[src/rtl/instr_fetch_unit_if.sv]
// Fetch-stage bus bundle: imem request/response channels, redirect input,
// decode-side instruction channel and performance counter outputs.
interface instr_fetch_unit_if #(
    parameter int XLEN = 32
) ();
    logic            imem_req_valid;
    logic            imem_req_ready;
    logic [XLEN-1:0] imem_req_addr;
    logic            imem_rsp_valid;
    logic [31:0]     imem_rsp_data;
    logic            redirect;
    logic [XLEN-1:0] redirect_pc;
    logic            inst_valid;
    logic            inst_ready;
    logic [31:0]     inst;
    logic [XLEN-1:0] inst_pc;
    logic [4:0]      opcode_eff;
    logic [2:0]      funct3;
    logic            funct7_fif;
    logic [31:0]     perf_fetch;
    logic [31:0]     perf_stall;
    logic [31:0]     perf_flush;

    modport master (
        output imem_req_valid, imem_req_addr,
        input  imem_req_ready, imem_rsp_valid, imem_rsp_data,
        input  redirect, redirect_pc, inst_ready,
        output inst_valid, inst, inst_pc, opcode_eff, funct3, funct7_fif,
        output perf_fetch, perf_stall, perf_flush
    );

    modport slave (
        input  imem_req_valid, imem_req_addr,
        output imem_req_ready, imem_rsp_valid, imem_rsp_data,
        output redirect, redirect_pc, inst_ready,
        input  inst_valid, inst, inst_pc, opcode_eff, funct3, funct7_fif,
        input  perf_fetch, perf_stall, perf_flush
    );
endinterface

[src/rtl/instr_fetch_unit.sv]
// RV32I fetch stage: credit-limited imem requests, in-order response queue, redirect flush.
// Optional free-running perf counters are enabled by defining IFU_PERF_CNT_EN.
module instr_fetch_unit #(
    parameter int              XLEN     = 32,
    parameter logic [XLEN-1:0] RESET_PC = '0,
    parameter int              QDEPTH   = 2
) (
    input logic                clk,
    input logic                rst,
    instr_fetch_unit_if.master bus
);
    localparam int          CW = $clog2(QDEPTH) + 1;
    localparam int          PW = $clog2(QDEPTH);
    localparam logic [CW:0] QD = (CW+1)'(QDEPTH);

    typedef logic [CW-1:0] cnt_t;
    typedef logic [PW-1:0] ptr_t;

    logic [XLEN-1:0] pc, rsp_pc, target;
    logic [31:0]     q_inst [QDEPTH];
    logic [XLEN-1:0] q_pc   [QDEPTH];
    ptr_t            rd_ptr, wr_ptr;
    cnt_t            q_count, outstanding, drop;
    logic            head_valid, pop, push, rsp_take, req_fire;
    logic [CW:0]     credit;
    logic            unused_redirect_lsbs;

    assign target               = {bus.redirect_pc[XLEN-1:2], 2'b00};
    assign unused_redirect_lsbs = ^bus.redirect_pc[1:0];

    assign head_valid = (q_count != '0);
    assign pop        = head_valid && bus.inst_ready && !bus.redirect;
    // Responses with nothing outstanding belong to requests issued before reset.
    assign rsp_take   = bus.imem_rsp_valid && (outstanding != '0);
    assign push       = rsp_take && (drop == '0) && !bus.redirect;

    // A same-cycle dequeue frees its slot, sustaining one fetch per cycle.
    assign credit = {1'b0, q_count} + {1'b0, outstanding} - {1'b0, drop}
                  - {{CW{1'b0}}, pop};

    assign bus.imem_req_valid = !rst && !bus.redirect && (credit < QD);
    assign bus.imem_req_addr  = pc;
    assign req_fire           = bus.imem_req_valid && bus.imem_req_ready;

    always_ff @(posedge clk or posedge rst) begin
        if (rst) begin
            pc          <= RESET_PC;
            rsp_pc      <= RESET_PC;
            rd_ptr      <= '0;
            wr_ptr      <= '0;
            q_count     <= '0;
            outstanding <= '0;
            drop        <= '0;
        end else begin
            outstanding <= outstanding + cnt_t'(req_fire) - cnt_t'(rsp_take);
            if (bus.redirect) begin
                pc      <= target;
                rsp_pc  <= target;
                rd_ptr  <= '0;
                wr_ptr  <= '0;
                q_count <= '0;
                drop    <= outstanding - cnt_t'(rsp_take);
            end else begin
                if (req_fire) pc <= pc + XLEN'(4);
                if (push) begin
                    rsp_pc <= rsp_pc + XLEN'(4);
                    wr_ptr <= wr_ptr + ptr_t'(1);
                end
                if (pop) rd_ptr <= rd_ptr + ptr_t'(1);
                q_count <= q_count + cnt_t'(push) - cnt_t'(pop);
                if (rsp_take && (drop != '0)) drop <= drop - cnt_t'(1);
            end
        end
    end

    // NOTE: queue storage carries no reset; q_count gates every read of it,
    // so stale contents are never visible and the RAM stays reset-free.
    always_ff @(posedge clk) begin
        if (push) begin
            q_inst[wr_ptr] <= bus.imem_rsp_data;
            q_pc[wr_ptr]   <= rsp_pc;
        end
    end

    // NOTE: every output is defaulted before the conditional to avoid latches.
    always_comb begin
        bus.inst_valid = head_valid;
        bus.inst       = '0;
        bus.inst_pc    = '0;
        if (head_valid) begin
            bus.inst    = q_inst[rd_ptr];
            bus.inst_pc = q_pc[rd_ptr];
        end
    end

    assign bus.opcode_eff = bus.inst[6:2];
    assign bus.funct3     = bus.inst[14:12];
    assign bus.funct7_fif = bus.inst[30];

`ifdef IFU_PERF_CNT_EN
    logic [31:0] fetch_cnt, stall_cnt, flush_cnt;

    always_ff @(posedge clk or posedge rst) begin
        if (rst) begin
            fetch_cnt <= '0;
            stall_cnt <= '0;
            flush_cnt <= '0;
        end else begin
            if (push)         fetch_cnt <= fetch_cnt + 32'd1;
            if (!head_valid)  stall_cnt <= stall_cnt + 32'd1;
            if (bus.redirect) flush_cnt <= flush_cnt + 32'd1;
        end
    end

    assign bus.perf_fetch = fetch_cnt;
    assign bus.perf_stall = stall_cnt;
    assign bus.perf_flush = flush_cnt;
`else
    assign bus.perf_fetch = '0;
    assign bus.perf_stall = '0;
    assign bus.perf_flush = '0;
`endif
endmodule

[src/flat_wrapper.sv]
// flat-port wrapper written by rule: the top's interface ports become plain ports
module instr_fetch_unit_flat 
#(
    parameter int              XLEN     = 32,
    parameter logic [XLEN-1:0] RESET_PC = '0,
    parameter int              QDEPTH   = 2
)
  (clk, rst, bus_imem_req_valid, bus_imem_req_addr, bus_imem_req_ready, bus_imem_rsp_valid, bus_imem_rsp_data, bus_redirect, bus_redirect_pc, bus_inst_ready, bus_inst_valid, bus_inst, bus_inst_pc, bus_opcode_eff, bus_funct3, bus_funct7_fif, bus_perf_fetch, bus_perf_stall, bus_perf_flush);
  instr_fetch_unit_if #(.XLEN(XLEN)) bus_i ();
  input logic clk;
  input logic rst;
  output wire logic [$bits(bus_i.imem_req_valid)-1:0] bus_imem_req_valid;
  output wire logic [$bits(bus_i.imem_req_addr)-1:0] bus_imem_req_addr;
  input wire logic [$bits(bus_i.imem_req_ready)-1:0] bus_imem_req_ready;
  input wire logic [$bits(bus_i.imem_rsp_valid)-1:0] bus_imem_rsp_valid;
  input wire logic [$bits(bus_i.imem_rsp_data)-1:0] bus_imem_rsp_data;
  input wire logic [$bits(bus_i.redirect)-1:0] bus_redirect;
  input wire logic [$bits(bus_i.redirect_pc)-1:0] bus_redirect_pc;
  input wire logic [$bits(bus_i.inst_ready)-1:0] bus_inst_ready;
  output wire logic [$bits(bus_i.inst_valid)-1:0] bus_inst_valid;
  output wire logic [$bits(bus_i.inst)-1:0] bus_inst;
  output wire logic [$bits(bus_i.inst_pc)-1:0] bus_inst_pc;
  output wire logic [$bits(bus_i.opcode_eff)-1:0] bus_opcode_eff;
  output wire logic [$bits(bus_i.funct3)-1:0] bus_funct3;
  output wire logic [$bits(bus_i.funct7_fif)-1:0] bus_funct7_fif;
  output wire logic [$bits(bus_i.perf_fetch)-1:0] bus_perf_fetch;
  output wire logic [$bits(bus_i.perf_stall)-1:0] bus_perf_stall;
  output wire logic [$bits(bus_i.perf_flush)-1:0] bus_perf_flush;
  assign bus_imem_req_valid = bus_i.imem_req_valid;
  assign bus_imem_req_addr = bus_i.imem_req_addr;
  assign bus_i.imem_req_ready = bus_imem_req_ready;
  assign bus_i.imem_rsp_valid = bus_imem_rsp_valid;
  assign bus_i.imem_rsp_data = bus_imem_rsp_data;
  assign bus_i.redirect = bus_redirect;
  assign bus_i.redirect_pc = bus_redirect_pc;
  assign bus_i.inst_ready = bus_inst_ready;
  assign bus_inst_valid = bus_i.inst_valid;
  assign bus_inst = bus_i.inst;
  assign bus_inst_pc = bus_i.inst_pc;
  assign bus_opcode_eff = bus_i.opcode_eff;
  assign bus_funct3 = bus_i.funct3;
  assign bus_funct7_fif = bus_i.funct7_fif;
  assign bus_perf_fetch = bus_i.perf_fetch;
  assign bus_perf_stall = bus_i.perf_stall;
  assign bus_perf_flush = bus_i.perf_flush;
  instr_fetch_unit #(.XLEN(XLEN), .RESET_PC(RESET_PC), .QDEPTH(QDEPTH)) u_core (.clk(clk), .rst(rst), .bus(bus_i));
endmodule
[config.mk]
export PLATFORM = sky130hd
export DESIGN_NAME = instr_fetch_unit_flat
export DESIGN_NICKNAME = d
export VERILOG_FILES = /design/src/rtl/instr_fetch_unit_if.sv /design/src/rtl/instr_fetch_unit.sv /design/src/flat_wrapper.sv
export SDC_FILE = /design/constraint.sdc
export NUM_CORES = 1
export LEC_CHECK = 0
export CAP_MARGIN = 20
export CORE_MARGIN = 10
export CORE_UTILIZATION = 35
export CTS_CLUSTER_DIAMETER = 30
export DETAILED_ROUTE_END_ITERATION = 7
export PLACE_DENSITY = 0.67
export SLEW_MARGIN = 20
export SYNTH_ARGS = -nofsm -noshare
export SYNTH_HDL_FRONTEND = slang
export SYNTH_SLANG_ARGS = --single-unit
[constraint.sdc]
create_clock -name clk -period 5.35 [get_ports clk]
set_clock_uncertainty 0.2 [all_clocks]
set_input_delay 1.07 -clock clk [delete_from_list [all_inputs] [get_ports clk]]
set_output_delay 1.07 -clock clk [all_outputs]
set_load 0.01 [all_outputs]
==> impl_metrics.csv <==
group,metric,value,unit
run_status,status,"completed",
routing,vias,6226,
logic_synthesis,postSynthAreaPerCell,11.9,um^2
logic_synthesis,ys_ff_latch,192,
finish,final_util,0.439,
sta,worst_slack,205,ps
worst_hold_path,hold_depth,0,
grt,grt_max_degree,63,
finish,diodes,0,
pwr,p_sw,1.48,mW
logic_synthesis,synth_area_leaders,"edfxtp_1 39%, dfrtp_1 18%, buf_4 8.6%",
logic_synthesis,synth_ff_type,"edfxtp_1",
pwr,leakage,4.30,nW
clock_network,cts.clk_slew.worst_paths,60,ps
clock_network,htree_levels,4,
sta,holdWs,325,ps
critical_path,cpPeakStageDelay,510,ps
critical_path,cp.arrival,3870,ps
clock_network,insertion_delay,430,ps
pwr,p_seq_frac,0.429,
routing,ant_nets,0,
clock_network,root_buffer,"clkbuf_16",
logic_synthesis,synth_top_area_cell,"edfxtp_1",
logic_synthesis,synthTopCellsByCount,"124 x edfxtp_1, 109 x buf_4, 85 x nor2_1, 68 x dfrtp_1, 64 x mux2i_1",
finish,layout-drive-gt1-share,0.0740,
floorplan,die_x,185,um
grt,first_global_vias,6147,
logic_synthesis,async_reset_ff_frac,0.354,
sta,period_needed,5140,ps
placed_design,hpwl,16900,um
grt,grtUsageTotal,0.132,
logic_synthesis,postSynthCellCount,803,
floorplan,dieArea,0.0343,mm^2
grt,grt_pass1_wl,35500,um
routing,finalWirelength,23200,um
floorplan,num_rows,60,
routing,drtIter0Drc,310,
critical_path,cp_num_buf_inv,3,
logic_synthesis,ys_warn_count,0,
clock_network,cts_buffers,17,
pwr,pwr-share-clk,0.275,
routing,wl_per_cell,17.7,um
logic_synthesis,yosysMostFrequentCell,"edfxtp_1",
floorplan,pin_count,273,
critical_path,critPathMaxFanout,2,
routing,dr.pass1.iters,5,
sta,slew_headroom,0.419,
pwr,switching_share,0.330,
critical_path,crit_family,"adder cells",
sta,slew_violations,0,
clock_network,hold_buffers,0,
clock_network,cts_sinks,192,
grt,antenna_found_initial,0,
finish,area_growth,23.6,%
routing,avgViaCountPerCell,4.74,
sta,rsz0062_at_grt,"no",
floorplan,die_y,185,um
logic_synthesis,synth_edf_count,124,
sta,hold_viol,0,
pwr,p_int,3.00,mW
logic_synthesis,yosysSeqAreaShare,0.569,
critical_path,cp_common_cell,"fa_1",
logic_synthesis,synth_cell_types,52,
pwr,power_density,380,mW/mm^2
logic_synthesis,syn_area,0.00954,mm^2
sta,setup_violations,0,
finish,fin_nets,1041,
pwr,comb_power_share,0.296,
routing,drc_errors,0,
critical_path,critPathRequiredTime,4080,ps
floorplan,start_util,0.355,
critical_path,startpoint_type,"primary input",
clock_network,cts_tree,"built",
critical_path,crit_path_end_kind,"output port",
worst_hold_path,min_path_type,"reg -> reg",
sta,timing.fmax,0.194,GHz
placed_design,routabilityCongestion,0.833,
critical_path,crit_slowest_cell,"clkdlybuf4s50_1",
pwr,peakVddDrop,0.190,mV
clock_network,ctsLongestPathBuffers,2,
placed_design,preCtsSetupSlack,-76.0,ps
sta,worstMarginPinSlew,871,ps
critical_path,worstPathCellList,"clkdlybuf4s50_1 -> nand3_1 -> fa_1 -> inv_1 -> fa_1 -> nand2b_1 -> fa_1 -> xor2_1 -> and3_1 -> dlygate4sd2_1",
critical_path,crit_cells,10,
logic_synthesis,synth_top_area_share,0.390,
critical_path,crit_type,"in -> out",
grt,grt-ovfl-total,0,
floorplan,design.core.area,0.0269,mm^2
sta,period_share,0.962,
flow_run,max-cap-violations,0,
placed_design,portBuffers,170,
critical_path,reg2regPathDepth,14,
==> metal layers <==
metal	vias to the layer above	GRT usage	share of wire
li1	2943	-	-
met1	3021	0.174	0.44
met2	239	0.202	0.45
met5	-	0	0
met3	23	0.0449	0.093
met4	0	0.0328	0.010
==> logic make-up after synthesis <==
group                      after synthesis  synth area share
AOI/OAI and AO/OA                       72            0.0502
xor gates and xnor gates                48            0.0441
adders and majority gates               11            0.0176
buffers and inverters                  163             0.108
DFF                                    192             0.569
muxes                                   73            0.0778
other                                    1          0.000393
and+or+nand+nor                        243             0.133
==> timing repair <==
action / 4_1_cts / 5_1_grt
setup buffers: 0 / 0
gates resized for setup: 1 / 0
setup endpoints to repair: 1 / 0
==> registers in the layout, indices dropped and copies added (netlist names) <==
name                      flops
u_core.q_inst                64
u_core.q_pc                  60
u_core.bus.imem_req_addr     30
u_core.rsp_pc                30
u_core.drop                   2
u_core.outstanding            2
u_core.q_count                2
u_core.rd_ptr                 1
u_core.wr_ptr                 1
==> worst register-to-register path: stages, from the launching register on <==
cell	delay [ps]
dfrtp_1	460
nor2_4	50
inv_1	110
nand3_1	130
fa_1	500
inv_1	50
fa_1	420
nand2b_1	180
fa_1	380
xor2_1	170
nand4_1	130
inv_1	340
nand3_1	300
xnor2_1	200
mux2_2	260
==> final timing paths <==
| check | slack (ps) | startpoint | endpoint |
|---|---|---|---|
| setup reg to reg | 1370 | u_core.q_count[1] | u_core.bus.imem_req_addr[11] |
| hold / removal | 320 | u_core.rsp_pc[24] | u_core.q_pc[1][24] |
| setup / recovery | 210 | bus_inst_ready | bus_imem_req_valid |
| min in group asynchronous | 840 | rst | u_core.drop[1] |
| max in group asynchronous | 3110 | rst | u_core.rsp_pc[16] |
| hold reg to reg | 320 | u_core.rsp_pc[24] | u_core.q_pc[1][24] |
==> layout by cell type, fill, tap and decap left out, types with 11 or more instances in the layout <==
| cell type | n |
|---|---|
| conb_1 | 100 |
| clkdlybuf4s50_1 | 169 |
| nor2_1 | 84 |
| xnor2_1 | 24 |
| dfrtp_1 | 67 |
| nand4_1 | 16 |
| mux2i_1 | 64 |
| o21ai_1 | 13 |
| inv_1 | 21 |
| edfxtp_1 | 124 |
| o21ai_0 | 11 |
| xor2_1 | 24 |
| clkbuf_16 | 17 |
| nand3_1 | 27 |
| nand2_1 | 52 |
| o211ai_1 | 13 |
| and3_1 | 12 |
==> final cells by class <==
class / instances / area, um^2
clock buffer: 17 / 425
multi-input combinational: 547 / 3470
timing repair buffer: 180 / 1800
fill: 2534 / 15100
clock inverter: 15 / 154
inverter: 22 / 82.6
sequential: 192 / 5430
tap: 341 / 427
==> power groups by stage <==
stage | clock (mW) | sequential (mW) | combinational, mW
6_report | 1.23 | 1.92 | 1.33
5_1_grt | 1.33 | 1.95 | 1.47
4_1_cts | 1.27 | 1.93 | 1.35
3_5_place_dp | 0 | 1.95 | 1.35
3_3_place_gp | 0 | 1.95 | 1.32
2_1_floorplan | 0 | 1.90 | 0.822
==> stage by stage <==
step                      instance area (um^2)  cells  total power [mW]  setup TNS, ps
after CTS                                11800   1314              4.54              0
final                                    11800   1314              4.48              0
after detailed placement                 11200   1282              3.30          -76.0
after global routing                     11800   1314              4.75              0
after global placement                   11200   1282              3.27          -37.0
after floorplan                           9910    902              2.73              0
Power figures use the tool's default switching activity.
